File: src/rtl/mbox_req_arb.sv
// ---------------------------------------------------------------------------
// MbOxReqArb -- mbox_req_arb
//
// Purpose:
//   Collects memory requests from N_CHAN EBOX-side requesters (microcode VMA
//   path, PI, page refill, diagnostics), grants them round-robin into a small
//   request FIFO, and feeds the single MBOX request port one request at a
//   time.  Each issued request waits for completion, a cache retry or a
//   timeout.  The response is routed back to the channel that made the
//   request.
//
// Ports:
//   clk            system clock
//   CROBAR         synchronous active-high reset
//   reqValid       per-channel request present
//   reqReady       per-channel request accepted this cycle
//   reqWrite       per-channel write (1) / read (0)
//   reqAdr         packed per-channel addresses, channel 0 in the LSBs
//   reqData        packed per-channel write data, channel 0 in the LSBs
//   respValid      one-cycle response pulse to the owning channel
//   respData       read data (0 for writes and error responses)
//   respErr        qualifies respValid: timeout or retry exhaustion
//   EBOX_REQ       one-cycle request strobe to the MBOX
//   EBOX_VMA       request address (FIFO head)
//   eboxWrite      write qualifier (FIFO head)
//   cacheDataWrite write data (FIFO head)
//   mboxRespIn     MBOX completion
//   cshEBOXRetry   cache asks for the request to be reissued
//   cacheDataRead  read data, valid with mboxRespIn
//   nxmTimeout     one-cycle pulse when a request times out
//   busy           FIFO non-empty or sequencer not idle
// ---------------------------------------------------------------------------
module mbox_req_arb #(
    parameter int N_CHAN    = 4,
    parameter int ADR_W     = 23,
    parameter int DATA_W    = 36,
    parameter int QDEPTH    = 4,
    parameter int TIMEOUT   = 1023,
    parameter int MAX_RETRY = 7
) (
    input  logic                       clk,
    input  logic                       CROBAR,
    input  logic [N_CHAN-1:0]          reqValid,
    output logic [N_CHAN-1:0]          reqReady,
    input  logic [N_CHAN-1:0]          reqWrite,
    input  logic [N_CHAN*ADR_W-1:0]    reqAdr,
    input  logic [N_CHAN*DATA_W-1:0]   reqData,
    output logic [N_CHAN-1:0]          respValid,
    output logic [DATA_W-1:0]          respData,
    output logic                       respErr,
    output logic                       EBOX_REQ,
    output logic [ADR_W-1:0]           EBOX_VMA,
    output logic                       eboxWrite,
    output logic [DATA_W-1:0]          cacheDataWrite,
    input  logic                       mboxRespIn,
    input  logic                       cshEBOXRetry,
    input  logic [DATA_W-1:0]          cacheDataRead,
    output logic                       nxmTimeout,
    output logic                       busy
);

    localparam int CHAN_W  = $clog2(N_CHAN);
    localparam int PTR_W   = $clog2(QDEPTH);
    localparam int CNT_W   = $clog2(QDEPTH + 1);
    localparam int TIMER_W = $clog2(TIMEOUT + 1);
    localparam int RETRY_W = $clog2(MAX_RETRY + 1);

    typedef enum logic [1:0] {
        ST_IDLE  = 2'd0,
        ST_ISSUE = 2'd1,
        ST_WAIT  = 2'd2
    } state_t;

    // Unpacked per-channel views of the packed request buses.
    logic [ADR_W-1:0]  chanAdr  [N_CHAN];
    logic [DATA_W-1:0] chanData [N_CHAN];

    for (genvar g = 0; g < N_CHAN; g++) begin : gUnpack
        assign chanAdr[g]  = reqAdr[g*ADR_W +: ADR_W];
        assign chanData[g] = reqData[g*DATA_W +: DATA_W];
    end

    // Request FIFO storage and bookkeeping.
    logic [CHAN_W-1:0] fifoChan  [QDEPTH];
    logic              fifoWrite [QDEPTH];
    logic [ADR_W-1:0]  fifoAdr   [QDEPTH];
    logic [DATA_W-1:0] fifoData  [QDEPTH];

    logic [PTR_W-1:0]   rdPtr_q, rdPtr_d;
    logic [PTR_W-1:0]   wrPtr_q, wrPtr_d;
    logic [CNT_W-1:0]   count_q, count_d;
    logic [CHAN_W-1:0]  rrPtr_q, rrPtr_d;
    state_t             state_q, state_d;
    logic [TIMER_W-1:0] timer_q, timer_d;
    logic [RETRY_W-1:0] retry_q, retry_d;
    logic [N_CHAN-1:0]  respValid_q, respValid_d;
    logic [DATA_W-1:0]  respData_q, respData_d;
    logic               respErr_q, respErr_d;
    logic               nxm_q, nxm_d;

    logic               fifoFull;
    logic               fifoEmpty;
    logic               grantValid;
    logic [CHAN_W-1:0]  grantIdx;
    logic [CHAN_W:0]    candIdx;
    logic               push;
    logic               pop;
    logic               respFire;
    logic [CHAN_W-1:0]  headChan;
    logic               headWrite;
    logic [N_CHAN-1:0]  headOnehot;

    assign fifoFull  = (count_q == CNT_W'(QDEPTH));
    assign fifoEmpty = (count_q == '0);
    assign headChan  = fifoChan[rdPtr_q];
    assign headWrite = fifoWrite[rdPtr_q];

    // Round-robin search: first valid channel at or after the RR pointer,
    // wrapping at N_CHAN.  Full is judged on the registered count, so a pop
    // in the same cycle never opens a slot early.
    always_comb begin
        grantValid = 1'b0;
        grantIdx   = '0;
        candIdx    = '0;
        for (int k = 0; k < N_CHAN; k++) begin
            candIdx = {1'b0, rrPtr_q} + (CHAN_W+1)'(k);
            if (candIdx >= (CHAN_W+1)'(N_CHAN)) begin
                candIdx = candIdx - (CHAN_W+1)'(N_CHAN);
            end
            if (!grantValid && reqValid[candIdx[CHAN_W-1:0]]) begin
                grantValid = 1'b1;
                grantIdx   = candIdx[CHAN_W-1:0];
            end
        end
        push = grantValid && !fifoFull;
    end

    // One-hot forms of the grant (for reqReady) and of the head owner
    // (for response routing).
    always_comb begin
        reqReady   = '0;
        headOnehot = '0;
        for (int i = 0; i < N_CHAN; i++) begin
            reqReady[i]   = push && (grantIdx == CHAN_W'(i));
            headOnehot[i] = (headChan == CHAN_W'(i));
        end
    end

    // FIFO pointer, occupancy and round-robin pointer next-state.
    always_comb begin
        rdPtr_d = pop  ? rdPtr_q + PTR_W'(1) : rdPtr_q;
        wrPtr_d = push ? wrPtr_q + PTR_W'(1) : wrPtr_q;
        count_d = count_q;
        if (push && !pop) begin
            count_d = count_q + CNT_W'(1);
        end else if (pop && !push) begin
            count_d = count_q - CNT_W'(1);
        end
        rrPtr_d = rrPtr_q;
        if (push) begin
            rrPtr_d = (grantIdx == CHAN_W'(N_CHAN - 1)) ? '0 : grantIdx + CHAN_W'(1);
        end
    end

    // Sequencer: completion beats retry beats timeout.  Any terminal event
    // pops the head and schedules a registered response for the next cycle.
    always_comb begin
        state_d    = state_q;
        timer_d    = timer_q;
        retry_d    = retry_q;
        pop        = 1'b0;
        respFire   = 1'b0;
        respErr_d  = 1'b0;
        respData_d = '0;
        nxm_d      = 1'b0;
        case (state_q)
            ST_IDLE: begin
                if (!fifoEmpty) begin
                    state_d = ST_ISSUE;
                end
            end
            ST_ISSUE: begin
                timer_d = '0;
                state_d = ST_WAIT;
            end
            ST_WAIT: begin
                timer_d = timer_q + TIMER_W'(1);
                if (mboxRespIn) begin
                    pop        = 1'b1;
                    respFire   = 1'b1;
                    respData_d = headWrite ? '0 : cacheDataRead;
                    retry_d    = '0;
                    state_d    = ST_IDLE;
                end else if (cshEBOXRetry) begin
                    if (retry_q == RETRY_W'(MAX_RETRY)) begin
                        pop       = 1'b1;
                        respFire  = 1'b1;
                        respErr_d = 1'b1;
                        retry_d   = '0;
                        state_d   = ST_IDLE;
                    end else begin
                        retry_d = retry_q + RETRY_W'(1);
                        state_d = ST_ISSUE;
                    end
                end else if (timer_q == TIMER_W'(TIMEOUT)) begin
                    pop       = 1'b1;
                    respFire  = 1'b1;
                    respErr_d = 1'b1;
                    nxm_d     = 1'b1;
                    retry_d   = '0;
                    state_d   = ST_IDLE;
                end
            end
            default: begin
                state_d = ST_IDLE;
            end
        endcase
        respValid_d = respFire ? headOnehot : '0;
    end

    // Control and response registers; reset drops any outstanding request
    // without producing a response.
    always_ff @(posedge clk) begin
        if (CROBAR) begin
            rdPtr_q     <= '0;
            wrPtr_q     <= '0;
            count_q     <= '0;
            rrPtr_q     <= '0;
            state_q     <= ST_IDLE;
            timer_q     <= '0;
            retry_q     <= '0;
            respValid_q <= '0;
            respData_q  <= '0;
            respErr_q   <= 1'b0;
            nxm_q       <= 1'b0;
        end else begin
            rdPtr_q     <= rdPtr_d;
            wrPtr_q     <= wrPtr_d;
            count_q     <= count_d;
            rrPtr_q     <= rrPtr_d;
            state_q     <= state_d;
            timer_q     <= timer_d;
            retry_q     <= retry_d;
            respValid_q <= respValid_d;
            respData_q  <= respData_d;
            respErr_q   <= respErr_d;
            nxm_q       <= nxm_d;
        end
    end

    // FIFO payload needs no reset; the head is masked while the FIFO is empty.
    always_ff @(posedge clk) begin
        if (push) begin
            fifoChan[wrPtr_q]  <= grantIdx;
            fifoWrite[wrPtr_q] <= reqWrite[grantIdx];
            fifoAdr[wrPtr_q]   <= chanAdr[grantIdx];
            fifoData[wrPtr_q]  <= chanData[grantIdx];
        end
    end

    // The head only moves on a pop, which coincides with leaving WAIT, so
    // driving the MBOX port from the head keeps it stable across ISSUE/WAIT.
    assign EBOX_VMA       = fifoEmpty ? '0 : fifoAdr[rdPtr_q];
    assign eboxWrite      = fifoEmpty ? 1'b0 : headWrite;
    assign cacheDataWrite = fifoEmpty ? '0 : fifoData[rdPtr_q];
    assign EBOX_REQ       = (state_q == ST_ISSUE);
    assign respValid      = respValid_q;
    assign respData       = respData_q;
    assign respErr        = respErr_q;
    assign nxmTimeout     = nxm_q;
    assign busy           = !fifoEmpty || (state_q != ST_IDLE);

endmodule

File: config.mk
export PLATFORM = sky130hd
export DESIGN_NAME = mbox_req_arb
export DESIGN_NICKNAME = d
export VERILOG_FILES = /design/src/rtl/mbox_req_arb.sv
export SDC_FILE = /design/constraint.sdc
export NUM_CORES = 1
export LEC_CHECK = 0
export ABC_CLOCK_PERIOD_IN_PS = 3900
export BUFFER_PORTS_ARGS = -buffer_cell sky130_fd_sc_hd__buf_2
export CORE_MARGIN = 10
export CORE_UTILIZATION = 52
export CTS_CLUSTER_SIZE = 14
export DETAILED_ROUTE_END_ITERATION = 10
export PLACE_DENSITY = 0.8
export SYNTH_ARGS = -nofsm -noshare
export SYNTH_HDL_FRONTEND = slang
export SYNTH_SLANG_ARGS = --single-unit
File: constraint.sdc
create_clock -name clk -period 3.9 [get_ports clk]
set_input_delay 0.78 -clock clk [delete_from_list [all_inputs] [get_ports clk]]
set_output_delay 0.78 -clock clk [all_outputs]
set_load 0.05 [all_outputs]
After elaboration in Yosys (flattened, before gate mapping)
Memory sizes are Yosys's and may differ from the RTL's. A register that Yosys moved wholly into a read port is not among the register bits.
Cells that the tools add are included.
{ "classes": {"addsub": 14, "magnitude_cmp": 10, "n_eq_ne": 13, "mux": 60, "n_bitwise": 4, "reduce_logical": 32} }
{ "op_table": {"columns": ["cell", "count"], "rows": [
  ["$mux 36", 3],
  ["$bmux 36 s2", 1],
  ["$mux 23", 3],
  ["$bmux 23 s2", 1],
  ["$mux 2", 21],
  ["$pmux 10 s2", 1],
  ["$mux 1", 18],
  ["$mux 3", 6],
  ["$lt 2x3->1 const B", 5],
  ["$ge 3x3->1 const B", 4],
  ["$add 10x1->10 const B", 1],
  ["$bmux 1 s2", 5],
  ["$eq 10x10->1 const B", 1],
  ["$eq 2x2->1 const B", 5],
  ["$logic_and 1x1->1", 10],
  ["$reduce_or 4->1", 2],
  ["$sub 2x1->2 const B", 4],
  ["$logic_not 1->1", 7],
  ["$add 2x1->2 const B", 3],
  ["$add 2x2->3 const B", 2],
  ["$add 3x1->3 const B", 2],
  ["$eq 2x1->1 const B", 3],
  ["$eq 3x3->1 const B", 2],
  ["$logic_not 2->1", 3],
  ["other kinds (15)", 20]
]} }
{ "word_totals": {"ff_bits": 66, "ramBits": 248, "input_bits": 284, "wordCells": 148, "mem_count": 4} }
{ "mem_list": {"columns": ["name", "words", "word_bits", "read_ports", "rd_ports_with_merged_regs", "wr", "line", "source"], "rows": [
  ["fifoData", 4, 36, 1, 1, 1, "87", "logic [DATA_W-1:0] fifoData [QDEPTH];"],
  ["fifoAdr", 4, 23, 1, 1, 1, "86", "logic [ADR_W-1:0] fifoAdr [QDEPTH];"],
  ["fifoChan", 4, 2, 1, 1, 1, "84", "logic [CHAN_W-1:0] fifoChan [QDEPTH];"],
  ["fifoWrite", 4, 1, 1, 1, 1, "85", "logic fifoWrite [QDEPTH];"]
]} }

Longest topological paths before layout
{ "logic_depth": {"depth_word": 19, "mapped_depth": 11, "ltp_nobuf": 11} }

Worst setup path after synthesis
OpenSTA, ideal clock, no wires.
{ "synth_path": {"path_kind": "input to register", "start": "input reqValid[1]", "end": "memory fifoAdr[1][0] (enable)", "setup_ns": 0.426, "t_arrival_ns": 3.003, "t_required_ns": 3.474, "path_slack_ns": 0.471, "path_stages": 5, "n_path_buf": 1, "path_cell_list": "or2_2 -> nor3_1 -> a21oi_1 -> clkbuf_1 -> and2_1"} }
{ "synth_between": {"elab_chain_len": 15, "word_cells_on_any_way": 21, "cone_classes": "mux: 14; reduce/logical: 7"} }
{ "synth_lines": {"columns": ["element", "line", "source"], "rows": [
  ["from (decl)", "43", "input logic [N_CHAN-1:0] reqValid,"],
  ["$bmux 1 s2", "130", "if (!grantValid && reqValid[candIdx[CHAN_W-1:0]]) begin"],
  ["$mux 1 (implied by the code)", "130", null],
  ["$mux 1", "130", null],
  ["$logic_not 1->1", "130", null],
  ["$logic_and 1x1->1", "130", null],
  ["$mux 1", "130", null],
  ["$logic_not 1->1", "130", null],
  ["$logic_and 1x1->1", "130", null],
  ["$mux 1", "130", null],
  ["$logic_not 1->1", "130", null],
  ["$logic_and 1x1->1", "130", null],
  ["$mux 1 *", "130", null],
  ["$logic_and 1x1->1 *", "135", "push = grantValid && !fifoFull;"],
  ["named net push", "106", "logic push;"],
  ["$mux 1 *", "253", "if (push) begin"],
  ["$mux 1 (implied by the code) *", "256", "fifoAdr[wrPtr_q] <= chanAdr[grantIdx];"],
  ["to (decl)", "86", null]
]} }
Mark *: on every way through the listed nets, which the timed path passes. The rest lies on a longest branch. The select of a mux whose other input is x is not followed.

Final worst setup path
{ "layout_path": {"start": "register rrPtr_q[1]", "end": "output reqReady[3]"} }
{ "layout_between": {"elab_chain_len": 16, "word_cells_on_any_way": 40, "cone_classes": "add/sub: 7; order compare: 4; eq/ne: 1; mux: 20; reduce/logical: 8"} }
{ "layout_lines": {"columns": ["element", "line", "source"], "rows": [
  ["from (decl)", "92", "logic [CHAN_W-1:0] rrPtr_q, rrPtr_d;"],
  ["from (signal assigned)", "240", "rrPtr_q <= rrPtr_d;"],
  ["branches (longest 13 deep; another with $add 2x1->3)", null, null],
  ["$mux 2 *", "130", null],
  ["named net grantIdx[1]", "104", "logic [CHAN_W-1:0] grantIdx;"],
  ["$eq 2x2->1 *", "144", "reqReady[i] = push && (grantIdx == CHAN_W'(i));"],
  ["$logic_and 1x1->1 *", "144", null],
  ["to (decl)", "44", "output logic [N_CHAN-1:0] reqReady,"]
]} }
Mark *: on every way through the listed nets, which the timed path passes. The select of a mux whose other input is x is not followed.

==> run_results.csv <==
group,metric,value,unit
sta,hold_ws,0.4688,ns
die,start_util,52.58,%
die,core_area,25910,sq um
route,via_per_inst,5.518,
worst_setup_path,rrSetupSlack,1.13,ns
clock_network,clock_latency,0.50,ns
worst_setup_path,path_cells,"a21o_1 -> a21boi_0 -> o22ai_4 -> inv_1 -> ha_1 -> and2_1 -> buf_2",
sta,slew_violations,0,
logic_synthesis,synthDistinctLibCells,44,
worst_hold_path,min_path_type,"flop to flop",
worst_setup_path,slowest_delay,0.39,ns
worst_setup_path,start_kind,"flop",
logic_synthesis,syn_area,13620,sq um
clock_network,cts_num_sinks,316,
worst_setup_path,critPathLaunch,"rrPtr_q[1]",
sta,post-route-period-util,81.86,%
route,routed_wl,34870,um
placed_design,routabilityCongestion,0.8136,
finish,final_cell_count_no_fill,1723,
clock_network,hold_buffers,0,
route,vias,9508,
worst_setup_path,r2r_start,"retry_q[0]",
sta,setup_viol,0,
global_route,grt_pass1_vias,9887,
pwr,ir_worst_vdd,0.5447,mV
clock_network,cts_buffer_depth,3,
die,rows,59,
worst_setup_path,cp.arrival,2.41,ns
sta,max-slew-margin-rel,36.45,%
sta,fmax,313.2,MHz
clock_network,h-tree-depth,2,
clock_network,cts_tree,"yes",
logic_synthesis,ys_seq_area_share,64.66,%
die,die_h,181.9,um
sta,rsz0062_at_grt,"false",
sta,fin_skew,0.02483,ns
placed_design,placed_area,15910,sq um
worst_setup_path,worst-path-max-fanout,6,
placed_design,dpl.cell_count,1663,
worst_setup_path,worstSetupPathType,"flop to output pin",
finish,fin_nets,1665,
route,ant_nets,0,
sta,hold_viol_final,0,
logic_synthesis,synth-async-reset-ratio,0,%
worst_setup_path,end_kind,"output pin",
route,drc_errors,0,
route,first_pass_iters,5,
clock_network,post_cts_resized,0,
logic_synthesis,ys_ff_latch,316,
worst_setup_path,crit_family,"compound AO/OA/AOI/OAI gates",
logic_synthesis,synth_flop_cell,"edfxtp_1",
finish,drive_gt1_share,38.11,%
worst_setup_path,r2r_cells,11,
pwr,p_total,14.18,mW
global_route,grt_pass1_wl,53750,um
finish,syn_to_final_growth,24.87,%
finish,num_antenna_cells,0,
clock_network,clockRootBuffer,"clkbuf_16",
global_route,track_usage,20.18,%
route,wl_per_cell,20.24,um
sta,period_minus_slack,3.193,ns
worst_setup_path,crit-reg2reg-capture,"count_q[2]",
global_route,antenna_found_initial,1,
clock_network,post_cts_buffers,0,
run_status,status,"finished, final reports clean",
clock_network,cts.clk_slew.worst_paths,0.06,ns
die,die_w,181.9,um
worst_setup_path,critPathCapture,"reqReady[3]",
worst_hold_path,hp-start,"retry_q[2]",
logic_synthesis,ys.warnings.count,0,
logic_synthesis,synth_fp_nets,1289,
worst_setup_path,critPathSlowestCell,"dfxtp_1",
logic_synthesis,synth.avg_cell_area,13.79,sq um
die,pin_count,392,
worst_setup_path,worst-path-stages,7,
global_route,grt_max_degree,68,
pwr,power.density,833.8,nW/um^2
job,drv_cap,0,
finish,design_area,17010,sq um
placed_design,dp_hpwl,24800,um
die,die-area,33070,sq um
clock_network,cts_buffers,34,
global_route,overflow,0,
logic_synthesis,synth-edff-count,248,
placed_design,numPortBuffers,391,
route,initialDrtViolationCount,632,
worst_setup_path,critical_path_buf_inv_count,2,
worst_setup_path,required,3.12,ns
sta,tightest_slew,0.9523,ns
pwr,total_leakage_power,6.777,nW
sta,fin_tns_setup,0,ns
logic_synthesis,netlist_instances,988,
-- worst min path at each step --
stage               cells past startpoint           end  slack, ns
floorplan                               2    retry_q[2]       0.44
global placement                        2    retry_q[2]       0.45
detailed placement                      2    retry_q[2]       0.46
CTS                                     2  respData[22]       0.45
global route                            2  respData[33]       0.46
finish                                  2    retry_q[2]       0.47
-- worst min-delay path, cell delays in order, from the launching register on --
cell and delay (ns):
dfxtp_1 0.32, nand2_1 0.06, a21oi_1 0.05
-- power breakdown --
part / internal (mW) / total (mW) / switching [mW]
clock: 1.89 / 3.13 / 1.24
combinational: 1.64 / 5.64 / 4.01
sequential: 5.15 / 5.42 / 0.263
-- cell type report --
class                      count  area (sq um)
multi-input combinational    594          4479
timing repair buffer         408          2160
fill                        1845          8900
tap                          335         419.2
clock buffer                  52          1025
clock inverter                 8         72.57
sequential                   316          8816
inverter                      10         40.04
-- stage by stage --
step / utilization, % / setup slack (ns)
after CTS: 65.65 / 0.6554
after global placement: 61.42 / 0.7799
after floorplan: - / 0.4706
after detailed placement: 61.42 / 0.7102
final: 65.65 / 0.7074
after global routing: 65.65 / 0.6047
-- cells by family after synthesis --
logic type	count (synthesis)	synth area share, %
xor gates and xnor gates	10	0.6430
muxes	68	10.69
buffers and inverters	78	2.663
adders and majority gates	17	1.616
and+or+nand+nor	353	12.46
AOI/OAI and AO/OA	146	7.265
DFF	316	64.66
-- registers in the layout, summed over array words and instances, names as in the netlist, 3 cells and up, named ones only --
register,flops
count_q,3
fifoAdr,92
fifoChan,8
fifoData,144
fifoWrite,4
respData,36
respValid,4
retry_q,3
timer_q,10
-- routing by layer --
layer  GRT usage [%]  part of all wire, %  vias up
met5               0                    0        -
met4           6.150                  2.5        0
met3           5.606                  8.3       71
met2           34.88                   51      407
met1           23.99                   39     4593
li1                -                    -     4437
-- layout by cell type (no fill, tap or decap), types with 13 or more instances in the layout --
cell type / count
a21oi_1: 70
a32oi_1: 60
and2_1: 41
buf_2: 391
clkbuf_1: 13
clkbuf_16: 39
dfxtp_1: 66
edfxtp_1: 248
ha_1: 16
mux4_2: 62
nand2_1: 189
nor2_1: 23
nor2b_1: 64
-- synth_stat cells, types with 3 or more instances --
master / instances / area (sq um)
a21oi_1: 70 / 350.3
a32oi_1: 60 / 525.5
and2_1: 45 / 281.5
and3_1: 3 / 18.77
buf_1: 6 / 22.52
buf_2: 26 / 130.1
buf_6: 4 / 45.04
clkbuf_1: 30 / 112.6
dfxtp_1: 68 / 1361
edfxtp_1: 248 / 7447
ha_1: 16 / 200.2
inv_1: 9 / 33.78
mux2i_1: 6 / 60.06
mux4_2: 62 / 1396
nand2_1: 189 / 709.4
nand2b_1: 3 / 18.77
nand3_1: 3 / 15.01
nand4_1: 3 / 18.77
nor2_1: 23 / 86.33
nor2b_1: 64 / 400.4
nor3_1: 4 / 20.02
o21ai_0: 6 / 30.03
or3_1: 4 / 25.02
xor2_1: 9 / 78.83
Note: power is estimated with default switching activity, not from simulation.
